### src/rtl/currency_accumulator_mc.sv
// currency_accumulator_mc: multi-slot currency validation with saturating credit, reject and refund handling
module currency_accumulator_mc #(
    parameter int NUM_CH = 2,
    parameter int CURRENCY_WIDTH = 8,
    parameter int TOTAL_WIDTH = 15,
    parameter int NUM_DENOM = 6,
    parameter logic [NUM_DENOM*CURRENCY_WIDTH-1:0] DENOM_LIST = {8'd100, 8'd50, 8'd20, 8'd15, 8'd10, 8'd5},
    parameter int MAX_TOTAL = 25500
) (
    input  logic clk,
    input  logic rst,
    input  logic [NUM_CH*CURRENCY_WIDTH-1:0] currency_in,
    input  logic [NUM_CH-1:0] currency_valid_pulse,
    input  logic accept_en,
    input  logic dispense_valid,
    input  logic cancel,
    output logic currency_done,
    output logic [TOTAL_WIDTH-1:0] total_amount,
    output logic reject_valid,
    output logic [CURRENCY_WIDTH+$clog2(NUM_CH+1)-1:0] reject_amount,
    output logic refund_valid,
    output logic [TOTAL_WIDTH-1:0] refund_amount,
    output logic [1:0] state
);
    localparam int SW = TOTAL_WIDTH + 1;
    localparam int RW = CURRENCY_WIDTH + $clog2(NUM_CH + 1);
    localparam logic [SW-1:0] MAX_S = SW'(MAX_TOTAL);
    typedef enum logic [1:0] {IDLE, CREDIT, REFUND} state_t;
    state_t cur, nxt;
    logic [SW-1:0] run;
    logic [RW-1:0] rej_sum;
    logic [NUM_CH-1:0] acc, rej;
    logic [CURRENCY_WIDTH-1:0] v;
    logic hit, open, refund;
    logic [TOTAL_WIDTH-1:0] nxt_total;
    // slots are admitted in ascending order against the running sum so credit never exceeds MAX_TOTAL
    always_comb begin
        open = accept_en && cur != REFUND && !dispense_valid && !cancel;
        run = SW'(total_amount);
        rej_sum = '0;
        acc = '0;
        rej = '0;
        v = '0;
        hit = 1'b0;
        for (int i = 0; i < NUM_CH; i++) begin
            v = currency_in[i*CURRENCY_WIDTH +: CURRENCY_WIDTH];
            hit = 1'b0;
            for (int j = 0; j < NUM_DENOM; j++)
                hit = hit | (v == DENOM_LIST[j*CURRENCY_WIDTH +: CURRENCY_WIDTH]);
            if (currency_valid_pulse[i]) begin
                if (hit && open && run + SW'(v) <= MAX_S) begin
                    acc[i] = 1'b1;
                    run = run + SW'(v);
                end else begin
                    rej[i] = 1'b1;
                    rej_sum = rej_sum + RW'(v);
                end
            end
        end
    end
    always_comb begin
        refund = cur == CREDIT && cancel && !dispense_valid;
        nxt_total = (dispense_valid || cancel) ? '0 : run[TOTAL_WIDTH-1:0];
        nxt = cur == REFUND ? IDLE :
              cur == CREDIT ? (dispense_valid ? IDLE : cancel ? REFUND : CREDIT) :
              (|acc ? CREDIT : IDLE);
    end
    always_ff @(posedge clk or posedge rst) begin
        if (rst) begin
            cur <= IDLE;
            total_amount <= '0;
            currency_done <= 1'b0;
            reject_valid <= 1'b0;
            reject_amount <= '0;
            refund_valid <= 1'b0;
            refund_amount <= '0;
        end else begin
            cur <= nxt;
            total_amount <= nxt_total;
            currency_done <= |acc;
            reject_valid <= |rej;
            reject_amount <= rej_sum;
            refund_valid <= refund;
            if (refund) refund_amount <= total_amount;
        end
    end
    assign state = cur;
endmodule

### config.mk
export PLATFORM = sky130hd
export DESIGN_NAME = currency_accumulator_mc
export DESIGN_NICKNAME = d
export VERILOG_FILES = /design/src/rtl/currency_accumulator_mc.sv
export SDC_FILE = /design/constraint.sdc
export NUM_CORES = 1
export LEC_CHECK = 0
export CAP_MARGIN = 20
export CORE_ASPECT_RATIO = 1.2
export CORE_MARGIN = 1.5
export CORE_UTILIZATION = 38
export CTS_CLUSTER_DIAMETER = 100
export DETAILED_ROUTE_END_ITERATION = 10
export PLACE_DENSITY = 0.67
export SKIP_LAST_GASP = 1
export SYNTH_ARGS = -nofsm -noshare
export SYNTH_HDL_FRONTEND = slang
export SYNTH_SLANG_ARGS = --single-unit
### constraint.sdc
create_clock -name clk -period 8.5 [get_ports clk]
set_input_delay 0.85 -clock clk [delete_from_list [all_inputs] [get_ports clk]]
set_output_delay 0.85 -clock clk [all_outputs]
set_load 0.02 [all_outputs]
---- After elaboration in Yosys (flattened, before gate mapping) ----
Cells that the tools add are included.
word-level totals
  bits in registers ....................... 45
  bits of input ports ..................... 23
  output and inout port bits .............. 45
  logic and storage cells ................. 73
cells by class
  add/sub/neg operators ................... 3
  order comparisons ....................... 2
  equality and inequality tests ........... 15
  multiplexer cells ....................... 22
  bitwise operators ....................... 10
  reductions and logical operators ........ 14
operator list
  cell                                                               number
  two-way mux 15 bit                                                 3
  == test 8 x 4 -> 1 bit (second input constant)                     4
  less-or-equal comparator 16 x 15 -> 1 bit (second input constant)  2
  two-way mux 16 bit                                                 2
  two-way mux 10 bit                                                 3
  adder 15 x 8 -> 16 bit                                             1
  adder 16 x 8 -> 16 bit                                             1
  == test 8 x 3 -> 1 bit (second input constant)                     2
  == test 8 x 5 -> 1 bit (second input constant)                     2
  == test 8 x 6 -> 1 bit (second input constant)                     2
  == test 8 x 7 -> 1 bit (second input constant)                     2
  adder 10 x 8 -> 10 bit                                             1
  OR 1 bit                                                           10
  logical AND 1 bit                                                  9
  two-way mux 1 bit                                                  9
  two-way mux 2 bit                                                  4
  two-way mux 8 bit                                                  1
  OR reduction 2 bit                                                 2
  == test 2 x 1 -> 1 bit (second input constant)                     1
  == test 2 bit (second input constant)                              1
  zero test 1 bit                                                    2
  inequality test 2 bit (second input constant)                      1
  logical OR 1 bit                                                   1

---- Logic depth before layout (Yosys ltp) ----
  depth in word-level cells ............... 19
  mapped depth ............................ 28
  depth with buffers taken out ............ 26

---- Least setup slack after synthesis ----
Ideal clock, no wire load.
  path type ............................... input-to-reg
  start point ............................. input port currency_in[0]
  end point ............................... register reject_amount[0]
  data arrival time ....................... 6,109 ps
  required time ........................... 8,375 ps
  path slack .............................. 2,266 ps
  cell stages on the path ................. 26
  path through ............................ ha_1 inv_1 fa_1 nand2b_1 a211oi_4 o21ai_1 xor2_1 a2111oi_4 a2bb2oi_2 buf_6 nand2_1 o21ai_0 ha_1 a21o_1 a21oi_1 o21bai_1 a21oi_1 o221ai_1 nand3_1 a2bb2oi_2 a211oi_2 and2_1 a2111o_1 o21ai_2 nand2_4 mux2_4
between the ends
  longest elaborated chain between the ends .. 15
  elaborated cells on any way between the ends .. 25
  those cells by class .................... add/sub: 3; order compare: 2; eq/ne: 6; mux: 6; bitwise: 5; reduce/logical: 3
RTL lines
  element                                                                          RTL line  text
  start, declared                                                                  12        input logic [NUM_CH*CURRENCY_WIDTH-1:0] currency_in,
  parallel branches: the longest is 14 deep, another holds adder 15 x 8 -> 16 bit  n/a
  two-way mux 10 bit (*)                                                           50        if (currency_valid_pulse[i]) begin
  named net rej_sum[0]                                                             31        logic [RW-1:0] rej_sum;
  end signal, assigned                                                             82        reject_amount <= rej_sum;
  end, declared                                                                    20        output logic [CURRENCY_WIDTH+$clog2(NUM_CH+1)-1:0] reject_amount,
Mark *: on every way through the listed nets, which the timed path passes.
A chain may end at the register's enable or synchronous reset.

---- Worst setup path in the final report ----
  start point ............................. input port currency_in[0]
  end point ............................... register total_amount[1]
between the ends
  longest elaborated chain between the ends .. 16
  elaborated cells on any way between the ends .. 23
  those cells by class .................... add/sub: 2; order compare: 2; eq/ne: 6; mux: 5; bitwise: 5; reduce/logical: 3
RTL lines
  element                                                                         RTL line  text
  parallel branches: the longest is 8 deep, another holds adder 15 x 8 -> 16 bit  n/a
  two-way mux 16 bit (*)                                                          51        if (hit && open && run + SW'(v) <= MAX_S) begin
  two-way mux 16 bit (*)                                                          50
  adder 16 x 8 -> 16 bit                                                          53        run = run + SW'(v);
  less-or-equal comparator 16 x 15 -> 1 bit                                       51
  logical AND 1 bit                                                               51
  two-way mux 15 bit                                                              51
  two-way mux 15 bit (*)                                                          50
  two-way mux 15 bit (*)                                                          63        nxt_total = (dispense_valid || cancel) ? '0 : run[TOTAL_WIDTH-1:0];
  named net nxt_total[1]                                                          35        logic [TOTAL_WIDTH-1:0] nxt_total;
  end signal, assigned                                                            79        total_amount <= nxt_total;
  end, declared                                                                   18        output logic [TOTAL_WIDTH-1:0] total_amount,
Marks and branches as above.

==> metrics.md <==
| Metric | Value |
|---|---|
| Worst Reg-to-Reg Cells | `25` |
| CTS hold repair buffers | `0` |
| Synth Warn # | `0` |
| IO Pins | `68` |
| Worst-margin pin slew | `0.678 ns` |
| Mean area per synthesized cell | `9.42 um2` |
| Peak Freq | `134 MHz` |
| Final WL | `11,300 um` |
| Initial core utilization | `38.7%` |
| Power per cell area | `about 110 nW/um2` |
| Via Count | `3,580` |
| CTS resizes | `0` |
| Crit. End Element | `flip-flop` |
| Relative slew slack | `about 55%` |
| Mapped Cells | `428` |
| Die Ht | `~120 um` |
| Busiest grt layer | `met2` |
| VDD IR max | `0.0727 mV` |
| Global-route met1 utilization | `23.8%` |
| Sum Neg Setup Slack | `0 ns` |
| Register area share after synthesis | `27.3%` |
| Hold endpoint | `refund_amount[8]$_DFFE_PP0P_` |
| DRC viols | `0` |
| Antenna diodes | `0` |
| Met2 usage | `36.2%` |
| Routability congestion estimate | `0.937` |
| Fin area | `4970 um2` |
| DR iter-0 viols | `134` |
| R2R Path Start | `total_amount[0]$_DFF_PP0_` |
| Final setup viols | `0` |
| Layout area overhead | `23.2%` |
| CP Data Arrival Time | `approximately 7.6 ns` |
| Dpl hpwl | `8840 um` |
| Layout Skew | `0.0120 ns` |
| Largest net degree at the start of global routing | `45` |
| Worst Hold Launch | `refund_amount[8]$_DFFE_PP0P_` |
| Vias in the first global route | `roughly 3,500` |
| GRT Total Usage | `between 20% and 30%` |
| Port bufs | `66` |
| Chip width | `~97 um` |
| Total placed instance area | `4800 um2` |
| DRT antenna net count | `0` |
| Vias per cell | `5.76` |
| Yosys reg bits | `44` |
| Hold path depth | `1` |
| Hold Fails Final Rpt | `0` |
| Hold Path Class | `flip-flop to flip-flop` |
| Root Buffer | `clkbuf_16` |
| Max Cap Viol | `0` |
| Fin crit period | `7.48 ns` |
| Period utilisation layout | `slightly below 90%` |
| Core ar. | `10,400 um2` |
| EDFF count, synth | `0` |
| Clock slew seen by the registers of the worst setup and hold paths | `0.07 ns` |
| # H-tree levels | `2` |
| Met3 layer usage reported by global route | `between 3 and 4%` |
| TritonCTS Sinks | `44` |
| CP max FO | `13` |
| Setup bufs post-CTS | `0` |
| Pins Over Slew Limit | `0` |
| First-pass GRT wire length | `about 18,000 um` |
| FF-to-FF setup slack | `around 1.7 ns` |
| Critical setup path kind | `primary input to flip-flop` |
| 1st-pass router iterations | `5` |
| CP Launch Type | `primary input` |
| Mapped cell area | `4030 um2` |
| Pleak | `2.03 nW` |
| Antenna violations before repair | `0` |
| Longest Clk Path Bufs | `2` |
| Power Total | `0.527 mW` |
| Number of CTS-inserted buffers | `5` |
| Netlist cell types | `85` |
| Layout Utilization | `47.7%` |
| Status | `complete, no violations` |
| Fraction of layout cells with a size suffix above 1 | `13.6%` |
| Die Area | `11,200 um2` |
| Syn_nets | `479` |
| Grt total ovfl | `0` |
| RSZ-0062 raised after global routing | `false` |
| Clk Latency, worst-skew pair | `0.30 ns` |
| CTS tree | `yes` |
| Wire length per cell | `about 18 um` |
| Synth Flop Type | `dfrtp_1` |
| NumNets Final | `543` |
| WP data required | `8.65 ns` |
| Worst r2r dst | `total_amount[1]$_DFF_PP0_` |
| Layout fillers | `983` |
| Cell row count | `41` |
| Synth async-reset ratio | `100%` |
## state kept, by name, summed over array words and instances (netlist names)
name	cells
total_amount	15
refund_valid	1
reject_amount	9
reject_valid	1
state	2
refund_amount	15
currency_done	1
## cells in the mapped netlist (all sizes together) (10+ instances only)
master	instances	area [um2]
xor2	10	87.6
mux2	24	297
xnor2	18	158
ha	25	313
a21o	11	85.1
inv	21	78.8
nor3	10	50.1
o21ai	22	140
dfrtp	44	1100
nand2	31	124
and2	12	75.1
nor2	26	100
a21oi	27	139
## metal layers
layer,routed length [um],vias to the layer above
met1,4790,1715
met5,0,-
met3,419,30
li1,-,1731
met4,425,0
met2,5680,104
## worst max path at each step
stage | start | to | slack [ns] | cells past startpoint
2_1_floorplan | currency_in[0] | reject_amount[0]$_DFF_PP0_ | 2.27 | 26
3_3_place_gp | currency_in[0] | total_amount[0]$_DFF_PP0_ | 1.03 | 26
3_5_place_dp | currency_in[0] | total_amount[1]$_DFF_PP0_ | 0.80 | 26
4_1_cts | currency_in[0] | total_amount[1]$_DFF_PP0_ | 1.09 | 26
5_1_grt | currency_in[0] | total_amount[0]$_DFF_PP0_ | 0.44 | 26
6_report | currency_in[0] | total_amount[1]$_DFF_PP0_ | 1.02 | 26
## cells in the final DEF (no fill, tap or decap), types with 12 or more instances in the layout
cell	synthesis	routed
dfrtp_1	44	44
ha_1	25	25
mux2_2	17	17
nand2_1	30	30
a21oi_1	26	26
o21ai_0	13	13
clkdlybuf4s50_1	0	66
inv_1	21	20
nor2_1	25	25
xnor2_1	18	18
and2_1	12	12
## cell families after synthesis
| group | share of synthesized area, % |
|---|---|
| adders and majority gates | 9.24 |
| muxes | 9.58 |
| AOI/OAI and AO/OA | 25.7 |
| other | 0.0930 |
| DFF | 27.3 |
| buffers and inverters | 3.78 |
| xor gates and xnor gates | 6.08 |
| and+or+nand+nor | 18.3 |
## through the flow
step,instances,worst slack (ns),hold slack (ns)
detailed placement,613,0.803,0.495
CTS,621,1.09,0.510
global placement,613,1.03,0.489
finish,622,1.02,0.508
global route,622,0.441,0.525
floorplan,428,2.27,0.622
## area by class of cell
class                   count  area (um2)  area share [%]
multi-input cells         351        2790            56.1
clock buffers               5         125            2.52
flip-flops and latches     44        1100            22.2
inverters                  22        82.6            1.66
clock inverters             3        23.8           0.478
repair buffers             68         688            13.9
well taps                 129         161            3.25
## critical path, cell delays in order
cell and delay, ns:
clkdlybuf4s50_1 0.58, ha_1 0.21, inv_1 0.06, fa_1 0.39, nand2b_1 0.21, a211oi_4 0.36
o21ai_1 0.26, xor2_1 0.22, a2111oi_4 0.46, a2bb2oi_2 0.58, nand2_1 0.11, o21ai_0 0.21
ha_1 0.32, a21o_1 0.16, a21oi_1 0.21, o21bai_1 0.09, a21oi_1 0.27, o221ai_1 0.27
nand3_1 0.17, a2bb2oi_2 0.18, a211oi_2 0.07, and2_1 0.20, a2111o_1 0.47, o211ai_2 0.42
mux2i_1 0.24, nor2_1 0.06
## report_power, final
part / switching [mW] / internal (mW) / total [mW]
combinational: 0.0545 / 0.0496 / 0.104
sequential: 0.00294 / 0.216 / 0.219
clock: 0.0941 / 0.110 / 0.204
total: 0.151 / 0.375 / 0.527
Power figures use the tool's default switching activity.
